### src/rtl/ddr5_cmd_scheduler.sv
`default_nettype none
// ============================================================================
// Module      : ddr5_cmd_scheduler
// Description : In-order DDR5 command scheduler. Buffers requests in a FIFO
//               and issues PRE/ACT/RD/WR with tRP/tRCD/tCCD spacing.
// Revision    : 1.0 - initial release
// ============================================================================
module ddr5_cmd_scheduler #(
    parameter int ADDR_WIDTH = 34,
    parameter int OPN_WIDTH  = 3,
    parameter int QDEPTH     = 8,
    parameter int T_RP       = 4,
    parameter int T_RCD      = 4,
    parameter int T_CCD      = 4
) (
    input  logic                  clk,
    input  logic                  rst_n,
    input  logic                  req_valid,
    output logic                  req_ready,
    input  logic [OPN_WIDTH-1:0]  req_opn,
    input  logic [ADDR_WIDTH-1:0] req_addr,
    output logic                  cmd_valid,
    output logic [2:0]            cmd_type,
    output logic [2:0]            cmd_bg,
    output logic [1:0]            cmd_ba,
    output logic [15:0]           cmd_row,
    output logic [9:0]            cmd_col,
    output logic                  done_valid,
    output logic [31:0]           hit_cnt,
    output logic [31:0]           miss_cnt
);

    localparam int c_PTR_W   = $clog2(QDEPTH);
    localparam int c_ENTRY_W = 32;
    localparam int c_WMAX    = (T_RP > T_RCD) ? T_RP : T_RCD;
    localparam int c_WAIT_W  = $clog2(c_WMAX + 1);
    localparam int c_CCD_W   = $clog2(T_CCD + 1);

    localparam logic [c_WAIT_W-1:0] c_RP_LOAD  = c_WAIT_W'(T_RP - 2);
    localparam logic [c_WAIT_W-1:0] c_RCD_LOAD = c_WAIT_W'(T_RCD - 2);
    localparam logic [c_CCD_W-1:0]  c_CCD_LOAD = c_CCD_W'(T_CCD - 1);

    localparam logic [2:0] c_CMD_NOP = 3'd0;
    localparam logic [2:0] c_CMD_ACT = 3'd1;
    localparam logic [2:0] c_CMD_RD  = 3'd2;
    localparam logic [2:0] c_CMD_WR  = 3'd3;
    localparam logic [2:0] c_CMD_PRE = 3'd4;

    typedef enum logic [2:0] {
        S_IDLE     = 3'd0,
        S_DECODE   = 3'd1,
        S_PRE      = 3'd2,
        S_WAIT_RP  = 3'd3,
        S_ACT      = 3'd4,
        S_WAIT_RCD = 3'd5,
        S_COL      = 3'd6
    } state_t;

    state_t r_state, w_state_nxt;

    // FIFO entries hold the pre-decoded request: {write, row, col, bg, ba}
    logic [c_ENTRY_W-1:0] r_fifo_mem [QDEPTH];
    logic [c_PTR_W:0]     r_wr_ptr, r_rd_ptr;
    logic                 w_empty, w_full, w_push, w_pop;
    logic [c_ENTRY_W-1:0] w_wr_entry, w_head;

    logic                 r_write;
    logic [15:0]          r_row;
    logic [9:0]           r_col;
    logic [4:0]           r_bank_idx;

    logic [31:0]          r_bank_open;
    logic [15:0]          r_bank_row [32];
    logic                 w_bank_open, w_row_hit;

    logic [c_WAIT_W-1:0]  r_wait;
    logic [c_CCD_W-1:0]   r_ccd;
    logic                 w_col_issue;
    logic                 w_unused_addr;

    assign w_unused_addr = &{1'b0, req_addr[6], req_addr[1:0]};

    assign w_empty   = (r_wr_ptr == r_rd_ptr);
    assign w_full    = (r_wr_ptr[c_PTR_W] != r_rd_ptr[c_PTR_W]) &&
                       (r_wr_ptr[c_PTR_W-1:0] == r_rd_ptr[c_PTR_W-1:0]);
    assign req_ready = !w_full;
    assign w_push    = req_valid && !w_full;
    assign w_pop     = (r_state == S_IDLE) && !w_empty;

    assign w_wr_entry = {(req_opn == OPN_WIDTH'(1)), req_addr[33:18],
                         req_addr[17:12], req_addr[5:2], req_addr[9:7], req_addr[11:10]};
    assign w_head     = r_fifo_mem[r_rd_ptr[c_PTR_W-1:0]];

    assign w_bank_open = r_bank_open[r_bank_idx];
    assign w_row_hit   = w_bank_open && (r_bank_row[r_bank_idx] == r_row);

    always_ff @(posedge clk) begin
        if (w_push) begin
            r_fifo_mem[r_wr_ptr[c_PTR_W-1:0]] <= w_wr_entry;
        end
    end

    always_ff @(posedge clk) begin
        if (r_state == S_ACT) begin
            r_bank_row[r_bank_idx] <= r_row;
        end
    end

    always_ff @(posedge clk or negedge rst_n) begin
        if (!rst_n) begin
            r_state     <= S_IDLE;
            r_wr_ptr    <= '0;
            r_rd_ptr    <= '0;
            r_write     <= 1'b0;
            r_row       <= '0;
            r_col       <= '0;
            r_bank_idx  <= '0;
            r_bank_open <= '0;
            r_wait      <= '0;
            r_ccd       <= '0;
            hit_cnt     <= '0;
            miss_cnt    <= '0;
        end else begin
            r_state <= w_state_nxt;
            if (w_push) begin
                r_wr_ptr <= r_wr_ptr + (c_PTR_W+1)'(1);
            end
            if (w_pop) begin
                r_rd_ptr   <= r_rd_ptr + (c_PTR_W+1)'(1);
                r_write    <= w_head[31];
                r_row      <= w_head[30:15];
                r_col      <= w_head[14:5];
                r_bank_idx <= w_head[4:0];
            end
            if (r_state == S_DECODE) begin
                if (w_row_hit) begin
                    hit_cnt <= hit_cnt + 32'd1;
                end else begin
                    miss_cnt <= miss_cnt + 32'd1;
                end
            end
            // Wait counters are preloaded so the next command lands exactly on tRP/tRCD
            case (r_state)
                S_PRE: begin
                    r_bank_open[r_bank_idx] <= 1'b0;
                    r_wait                  <= c_RP_LOAD;
                end
                S_ACT: begin
                    r_bank_open[r_bank_idx] <= 1'b1;
                    r_wait                  <= c_RCD_LOAD;
                end
                S_WAIT_RP, S_WAIT_RCD: begin
                    if (r_wait != '0) begin
                        r_wait <= r_wait - c_WAIT_W'(1);
                    end
                end
                default: ;
            endcase
            if (w_col_issue) begin
                r_ccd <= c_CCD_LOAD;
            end else if (r_ccd != '0) begin
                r_ccd <= r_ccd - c_CCD_W'(1);
            end
        end
    end

    always_comb begin
        w_state_nxt = r_state;
        case (r_state)
            S_IDLE: begin
                if (!w_empty) w_state_nxt = S_DECODE;
            end
            S_DECODE: begin
                if (w_row_hit)        w_state_nxt = S_COL;
                else if (w_bank_open) w_state_nxt = S_PRE;
                else                  w_state_nxt = S_ACT;
            end
            S_PRE:      w_state_nxt = S_WAIT_RP;
            S_WAIT_RP: begin
                if (r_wait == '0) w_state_nxt = S_ACT;
            end
            S_ACT:      w_state_nxt = S_WAIT_RCD;
            S_WAIT_RCD: begin
                if (r_wait == '0) w_state_nxt = S_COL;
            end
            S_COL: begin
                if (r_ccd == '0) w_state_nxt = S_IDLE;
            end
            default:    w_state_nxt = S_IDLE;
        endcase
    end

    always_comb begin
        cmd_valid   = 1'b0;
        cmd_type    = c_CMD_NOP;
        cmd_bg      = 3'd0;
        cmd_ba      = 2'd0;
        cmd_row     = 16'd0;
        cmd_col     = 10'd0;
        done_valid  = 1'b0;
        w_col_issue = 1'b0;
        case (r_state)
            S_PRE: begin
                cmd_valid = 1'b1;
                cmd_type  = c_CMD_PRE;
                cmd_bg    = r_bank_idx[4:2];
                cmd_ba    = r_bank_idx[1:0];
            end
            S_ACT: begin
                cmd_valid = 1'b1;
                cmd_type  = c_CMD_ACT;
                cmd_bg    = r_bank_idx[4:2];
                cmd_ba    = r_bank_idx[1:0];
                cmd_row   = r_row;
            end
            S_COL: begin
                if (r_ccd == '0) begin
                    cmd_valid   = 1'b1;
                    cmd_type    = r_write ? c_CMD_WR : c_CMD_RD;
                    cmd_bg      = r_bank_idx[4:2];
                    cmd_ba      = r_bank_idx[1:0];
                    cmd_col     = r_col;
                    done_valid  = 1'b1;
                    w_col_issue = 1'b1;
                end
            end
            default: ;
        endcase
    end

endmodule
`default_nettype wire
### config.mk
export PLATFORM = sky130hd
export DESIGN_NAME = ddr5_cmd_scheduler
export DESIGN_NICKNAME = d
export VERILOG_FILES = /design/src/rtl/ddr5_cmd_scheduler.sv
export SDC_FILE = /design/constraint.sdc
export NUM_CORES = 1
export LEC_CHECK = 0
export CAP_MARGIN = 0
export CORE_ASPECT_RATIO = 1.25
export CORE_MARGIN = 10
export CORE_UTILIZATION = 60
export CTS_BUF_LIST = sky130_fd_sc_hd__clkbuf_8
export DETAILED_ROUTE_END_ITERATION = 8
export HOLD_SLACK_MARGIN = 0.08
export PLACE_DENSITY = 0.77
export SLEW_MARGIN = 20
export SYNTH_ARGS = -nofsm -noshare
export SYNTH_HDL_FRONTEND = slang
export SYNTH_SLANG_ARGS = --single-unit
### constraint.sdc
create_clock -name clk -period 6.25 [get_ports clk]
set_input_delay 1.25 -clock clk [delete_from_list [all_inputs] [get_ports clk]]
set_output_delay 1.25 -clock clk [all_outputs]
set_load 0.01 [all_outputs]
==> results of run 1 <==
[synthesized netlist by cell type, types with 5 or more instances]
cell type,n,area share [%]
xor2_1,32,0.77
a21oi_1,15,0.21
buf_2,42,0.58
inv_1,20,0.21
mux4_2,72,4.5
nand3_1,27,0.37
buf_4,5,0.10
nor4_2,9,0.31
and3_1,42,0.72
nor3_1,21,0.29
buf_1,14,0.14
xnor2_1,42,1.0
nor2_1,43,0.45
nor2b_1,7,0.12
edfxtp_1,768,64
nand4_1,26,0.45
nor4_1,39,0.67
or3_1,5,0.086
clkbuf_1,70,0.72
nand2_1,79,0.82
o21ai_0,103,1.4
o22ai_1,130,2.2
ha_1,8,0.28
mux2i_1,290,8.0
nor3b_1,5,0.10
nand4bb_1,6,0.19
dfrtp_1,145,10
and2_1,28,0.48
[kinds of logic (layout without fill, tap and decap cells)]
group / after synthesis / after routing / synth area share [%]
compound gates: 264 / 264 / 4.19
xor+xnor: 74 / 74 / 1.79
fa+ha+maj: 8 / 8 / 0.276
buf+inv: 151 / 495 / 1.76
flops: 913 / 913 / 73.6
mux: 365 / 365 / 12.6
other cells: 0 / 1 / 0
simple gates: 366 / 366 / 5.80
[power by group]
| part | internal, uW | leakage, uW | total (uW) | switching, uW |
|---|---|---|---|---|
| registers | 7670 | 0.00888 | 8260 | 585 |
| logic | 1900 | 0.00437 | 4730 | 2830 |
| clock network | 2250 | 0.00147 | 4370 | 2120 |
[placed cells by master, fill, tap and decap left out, drive strengths merged, types with 10 or more instances in the layout]
| cell type | instances |
|---|---|
| o21ai | 103 |
| clkinv | 10 |
| edfxtp | 768 |
| mux4 | 72 |
| nor2 | 43 |
| dfrtp | 145 |
| inv | 88 |
| nand2 | 79 |
| buf | 105 |
| clkbuf | 148 |
| nand4 | 26 |
| and2 | 28 |
| clkdlybuf4s50 | 136 |
| nor3 | 21 |
| mux2i | 290 |
| o22ai | 130 |
| and3 | 42 |
| xnor2 | 42 |
| nor4 | 49 |
| nand3 | 28 |
| a21oi | 15 |
| xor2 | 32 |
[layout make-up]
type / instances / area share [%]
antenna: 1 / 0.00605
clock buffer: 148 / 4.93
clock inverter: 86 / 1.03
inverter: 20 / 0.182
multi-input combinational: 1077 / 21.7
sequential: 913 / 64.6
tap: 765 / 2.31
timing repair buffer: 241 / 5.24
[layer usage]
layer	GRT usage [%]	up-vias	wire length (um)
li1	-	8915	-
met1	30.2	10600	31600
met2	42.5	1074	44700
met3	4.46	229	7150
met4	11.4	0	3560
met5	0	-	0
[worst max path at each step]
stage,start,to,slack [ns],cells after the start
final,r_bank_idx[1],hit_cnt[13],0.92,11
after global routing,r_bank_idx[1],hit_cnt[13],0.71,12
after CTS,r_bank_idx[1],hit_cnt[13],1.07,12
after detailed placement,r_bank_idx[1],hit_cnt[13],1.12,11
after global placement,r_bank_idx[1],hit_cnt[13],1.24,12
after floorplan,req_valid,r_fifo_mem[1][0],0.97,2
[critical path: stages, from the launching register on]
cell and delay, ns:
dfrtp_4 1.12, buf_4 0.45, mux2i_1 0.24, o22ai_1 0.16, nor4_1 0.91, and3b_1 0.29, o22ai_1 0.10, nor4_4 0.45
nand3_2 0.60, buf_4 0.39, nor4_2 0.29, xor2_1 0.18
[through the flow]
step / area (um^2) / util, % / setup WS (ns) / power, uW / hold slack (ns)
final: 41400 / 69.3 / 0.917 / 17400 / 0.467
after floorplan: 36300 / - / 0.974 / 11300 / 0.442
after global routing: 41400 / 69.3 / 0.705 / 18100 / 0.496
after CTS: 41300 / 69.3 / 1.07 / 17400 / 0.472
after global placement: 38900 / 65.2 / 1.24 / 12900 / 0.457
after detailed placement: 38900 / 65.2 / 1.12 / 13100 / 0.464
[sequential cells by signal, summed over array words and instances, names as in the netlist, named ones only]
| signal | flops |
|---|---|
| r_fifo_mem | 256 |
| r_write | 1 |
| r_ccd | 3 |
| r_bank_idx | 5 |
| r_wr_ptr | 4 |
| miss_cnt | 32 |
| r_state | 3 |
| hit_cnt | 32 |
| r_col | 10 |
| r_row | 16 |
| r_wait | 3 |
| r_bank_row | 512 |
| r_rd_ptr | 4 |
==> impl_results.md, run 1 <==
- Outcome: completed
- Synthesized netlist cell count: 2141
- Via density: between 6 and 7
- Worst R2R End: hit_cnt[13]
- Rel. slew slack: 24.4%
- Cell Count, Final, Fillers Out: 3251
- Max-slew violation count: 0
- VDD IR max: about 0.35 mV
- Die area: about 0.07 mm^2
- Net Count, Synth: 2189
- CTS sink count: approximately 900
- Hold path depth: 1
- R2R cell count: 11
- Cells after DPL: about 3000
- Residual DRC: 0
- Cell leakage power: 0.0147 uW
- Reg clk slew, reported paths: 0.06 ns
- Min Tclk post-route: 5.33 ns
- CTS tree: done
- Initial Utilization: roughly three fifths
- Critical path fanouts, max: between 50 and 60
- Ys async rst share: 15.9%
- Per-cell routed wire length: 26.8 um
- Hold endpoint: hit_cnt[31]
- Setup violators final: 0
- Initial DRC Count: roughly 2500
- Critical Path RT: ~6.9 ns
- Tot GR Track Use: 24.8%
- Worst clock skew: 0.0252 ns
- Endpoint class of the critical path: register
- Top_reg_cell synth: edfxtp_1
- Core box area: 0.0597 mm^2
- Pre-antenna DRT Iters: 5
- Max H-tree Level: 4
- HPWL Detailed: 52.2 mm
- Initial antenna violation count: 1
- Number of port buffers: 137
- TritonCTS buffer count: roughly 130
- Sequential area share after synthesis: 73.6%
- Mean Syn Cell Area: 16.9 um^2
- Yosys reg bits: between 900 and 1000
- Achievable frequency: ~190 MHz
- Startpoint types: register
- Via count: 20800
- Die X: 240 um
- Number of synthesized flops with an enable pin: 768
- Fillers: 3656
- Area growth syn-to-layout: 14.1%
- Largest net degree at the start of global routing: 96
- Flip-flop and latch area: ~0.027 mm^2
- Fraction of the cycle the final worst path needs: a little under nine tenths
- # IOs: 141
- Area of the multi-input gates: 0.00899 mm^2
- Core Rows: 100
- Worst R2R Start: r_bank_idx[1]
- Setup CP Type: register to register
- Final setup TNS: 0 ns
- Post-CTS sizing: 0
- Vias in the first global route: 21000
- Max-Cap Viols: 0
- WL final: ~87 mm
- Clk buf depth: 3
- RSZ-0062 raised after global routing: no
- Hold Fails Final Rpt: 0
- CTS root buf: clkbuf_8
- Reg2Reg Setup Slack: a little over 0.9 ns
- Clock latency on the worst-skew pair: 0.73 ns
- Final ANT Viol Nets: 0
- Hold_sp: hit_cnt[31]
- Post-Syn Area: 0.0363 mm^2
- Worst slew pin tran: around 1.1 ns
- Yosys warnings: 0
- Power Dens Cells: 420 mW/mm^2
- Worst Hold Class: register to register
- Postcts setup bufs: 0
- # nets final: 2432
- Synth cell types: 51
- Share of cells above drive strength 1: 15.2%
- DIE HEIGHT: 295 um
- Hold Buf Count CTS: 0
- Placer Congestion: between 0.8 and 0.9
- Worst EP arrival: 5.97 ns
- First-pass GRT wire length: 130 mm
- GRT Residual Overflow: 0
Power figures use the tool's default switching activity.
==> run 2, diff against run 1 <==
Settings changed: ABC_CLOCK_PERIOD_IN_PS set to 6250, GPL_TIMING_DRIVEN set to 0.
==> run 2 against run 1 <==
Against the previous run:
- sequential power is 2% higher
- largest cell class unchanged
- fmax is 6.3% lower
- sequential share of layout area is 1.3 points lower
- critical endpoint is now miss_cnt[30]
- global-route usage is 2.4 points higher
- cell count is 2.9% higher
- sequential cell count stayed put
- critical path type unchanged
- final area is 2.1% higher
==> impl_results.md, run 2 (synthesis results as in run 1) <==
- Outcome: completed
- Worst slew pin tran: 1.16 ns (+0.0303 ns)
- Tot GR Track Use: 27.2% (+2.4 points)
- Final ANT Viol Nets: 0 (unchanged)
- Post-CTS sizing: 0 (unchanged)
- Met1 WL: 33.9 mm (+7.4%)
- Core box area: 0.0597 mm^2 (unchanged)
- # nets final: 2522 (+3.7%)
- Commonest non-fill, non-tap cell in the layout: edfxtp_1
- Critical Path RT: 6.85 ns (-0.04 ns)
- Cell Chain, Critical Path: buf_2 -> buf_2 -> nand4_1 -> clkbuf_1 -> o22ai_1 -> nor4_1 -> a21boi_0 -> o211ai_1 -> nor4_4 -> a31oi_1 -> clkbuf_1 -> nand4_1 -> xnor2_1
- Worst R2R End: miss_cnt[30]
- First-pass GRT wire length: 141 mm (+8.4%)
- Initial antenna violation count: 1 (unchanged)
- Worst EP arrival: 6.29 ns (+0.32 ns)
- Fin util: 70.7% (+1.4 points)
- Hold Fails Final Rpt: 0 (unchanged)
- Power Dens Cells: 425 mW/mm^2 (+1.2%)
- Worst path max stage delay: 0.83 ns (-0.29 ns)
- GRT Residual Overflow: 0 (unchanged)
- Clk buf depth: 3 (unchanged)
- Fraction of the cycle the final worst path needs: 91.0% (+5.7 points)
- Die area: 0.0707 mm^2 (unchanged)
- Worst Hold Class: input pin to async pin
- Reg2Reg Setup Slack: 0.56 ns (-0.36 ns)
- CTS tree: done
- Die X: 240 um (unchanged)
- Reg clk slew, reported paths: 0.06 ns (about the same)
- Worst path slowest cell: a31oi_1
- Max H-tree Level: 4 (unchanged)
- Setup CP Type: register to register
- Clock latency on the worst-skew pair: 0.75 ns (+0.02 ns)
- Rel. slew slack: 22.6% (-1.7 points)
- Startpoint types: register
- Via density: 6.53 (+2.3%)
- R2R cell count: 13 (+2)
- Initial DRC Count: 3056 (+21%)
- Top layer used by detailed routing: met4
- CTS sink count: 913 (unchanged)
- Max reg flops: 512 (unchanged)
- Hold Buf Count CTS: 0 (unchanged)
- Via count: 21900 (+5.2%)
- Placer Congestion: 0.893 (+6.8%)
- Worst R2R Start: r_bank_idx[0]
- WL final: 96.0 mm (+10%)
- # IOs: 141 (unchanged)
- Endpoint class of the critical path: register
- Residual DRC: 0 (unchanged)
- Vias in the first global route: 22100 (+5.4%)
- Worst setup path start: r_bank_idx[0]
- Worst clock skew: 0.0369 ns (+0.0118 ns)
- Critical path fanouts, max: 10 (-82%)
- Max-Cap Viols: 0 (unchanged)
- Pre-antenna DRT Iters: 6 (+1)
- CTS root buf: clkbuf_8
- Per-cell routed wire length: 28.7 um (+7.3%)
- DIE HEIGHT: 295 um (unchanged)
- HPWL Detailed: 62.6 mm (+20%)
- Min Tclk post-route: 5.69 ns (+0.356 ns)
- Commonest non-fill, non-tap cells in the layout: edfxtp_1 (768), mux2i_1 (290), clkbuf_8 (147)
- TritonCTS buffer count: 133 (+1.5%)
- Worst hold slack: 0.424 ns (-0.0428 ns)
- Number of port buffers: 137 (unchanged)
- Setup violators final: 0 (unchanged)
- Routed met3 length: 9.56 mm (+34%)
- Area growth syn-to-layout: 16.4%
- Share of cells above drive strength 1: 16.5% (+1.4 points)
- RSZ-0062 raised after global routing: no
- Most flop-heavy register: r_bank_row
- CP Capture Point: miss_cnt[30]
- Achievable frequency: 176 MHz (-6.3%)
- Core Rows: 100 (unchanged)
- Largest net degree at the start of global routing: 94 (-2.1%)
- Max-slew violation count: 0 (unchanged)
- Met2 wire len: 47.6 mm (+6.5%)
- Cells after DPL: 3104 (+2.9%)
- Fillers: 3576 (-2.2%)
- Cell Count, Final, Fillers Out: 3344 (+2.9%)
- Cell leakage power: 0.0149 uW (+1.4%)
- VDD IR max: 0.279 mV (-21%)
- Postcts setup bufs: 0 (unchanged)
- Initial Utilization: 60.8% (unchanged)
run 2: changes by cell type in the layout (fill, tap and decap cells not counted), moves of 11 or more:
cell	change
buf_2	+58
buf_16	+15
nor2_4	+28
nor2_1	-31
clkbuf_1	+70
dfrtp_2	+11
buf_4	-84
buf_1	+14
inv_1	-12
run 2: area by class of cell:
cell class              instances  area [um^2]  area share (%)
well taps                     765          957            2.27
flip-flops and latches        913        26700            63.3
repair buffers                198         2190            5.18
multi-input cells            1077         9190            21.8
clock inverters                92          508            1.20
diodes                          1         2.50         0.00593
plain buffers                 131          563            1.33
inverters                      20         75.1           0.178
clock buffers                 147         2020            4.79
run 2: how the worst min path moves through the flow:
stage,to
global placement,hit_cnt[31]
floorplan,r_col[0]
CTS,async pin
detailed placement,r_col[0]
global route,async pin
finish,async pin
run 2: worst max-delay path, delay by kind of cell (launching register included):
family                    cells  cell delay [ns]
AOI/OAI and AO/OA             4             1.76
xor gates and xnor gates      1             0.16
buffers and inverters         4             1.61
DFF                           1             0.42
and+or+nand+nor               4             1.60
run 2: metrics by stage:
| step | cell area [um^2] | total power (uW) | worst slack (ns) | setup TNS [ns] |
|---|---|---|---|---|
| after global routing | 42200 | 18500 | 0.589 | 0 |
| final | 42200 | 17900 | 0.561 | 0 |
| after floorplan | 36300 | 11300 | 0.974 | 0 |
| after detailed placement | 39700 | 13400 | 0.937 | 0 |
| after global placement | 38600 | 13000 | -3.08 | -599.08 |
| after CTS | 42200 | 17900 | 0.816 | 0 |
run 2: layer usage:
layer  global-route usage [%]  up-vias
li1                         -     9107
met1                     33.3    11000
met2                     44.8     1472
met3                     5.56      314
met4                     14.9        0
met5                        0        -
run 2: report_power, final:
group	internal [uW]	switching (uW)	total, uW
Combinational	1930	3030	4960
Sequential	7680	757	8440
Clock	2330	2210	4540
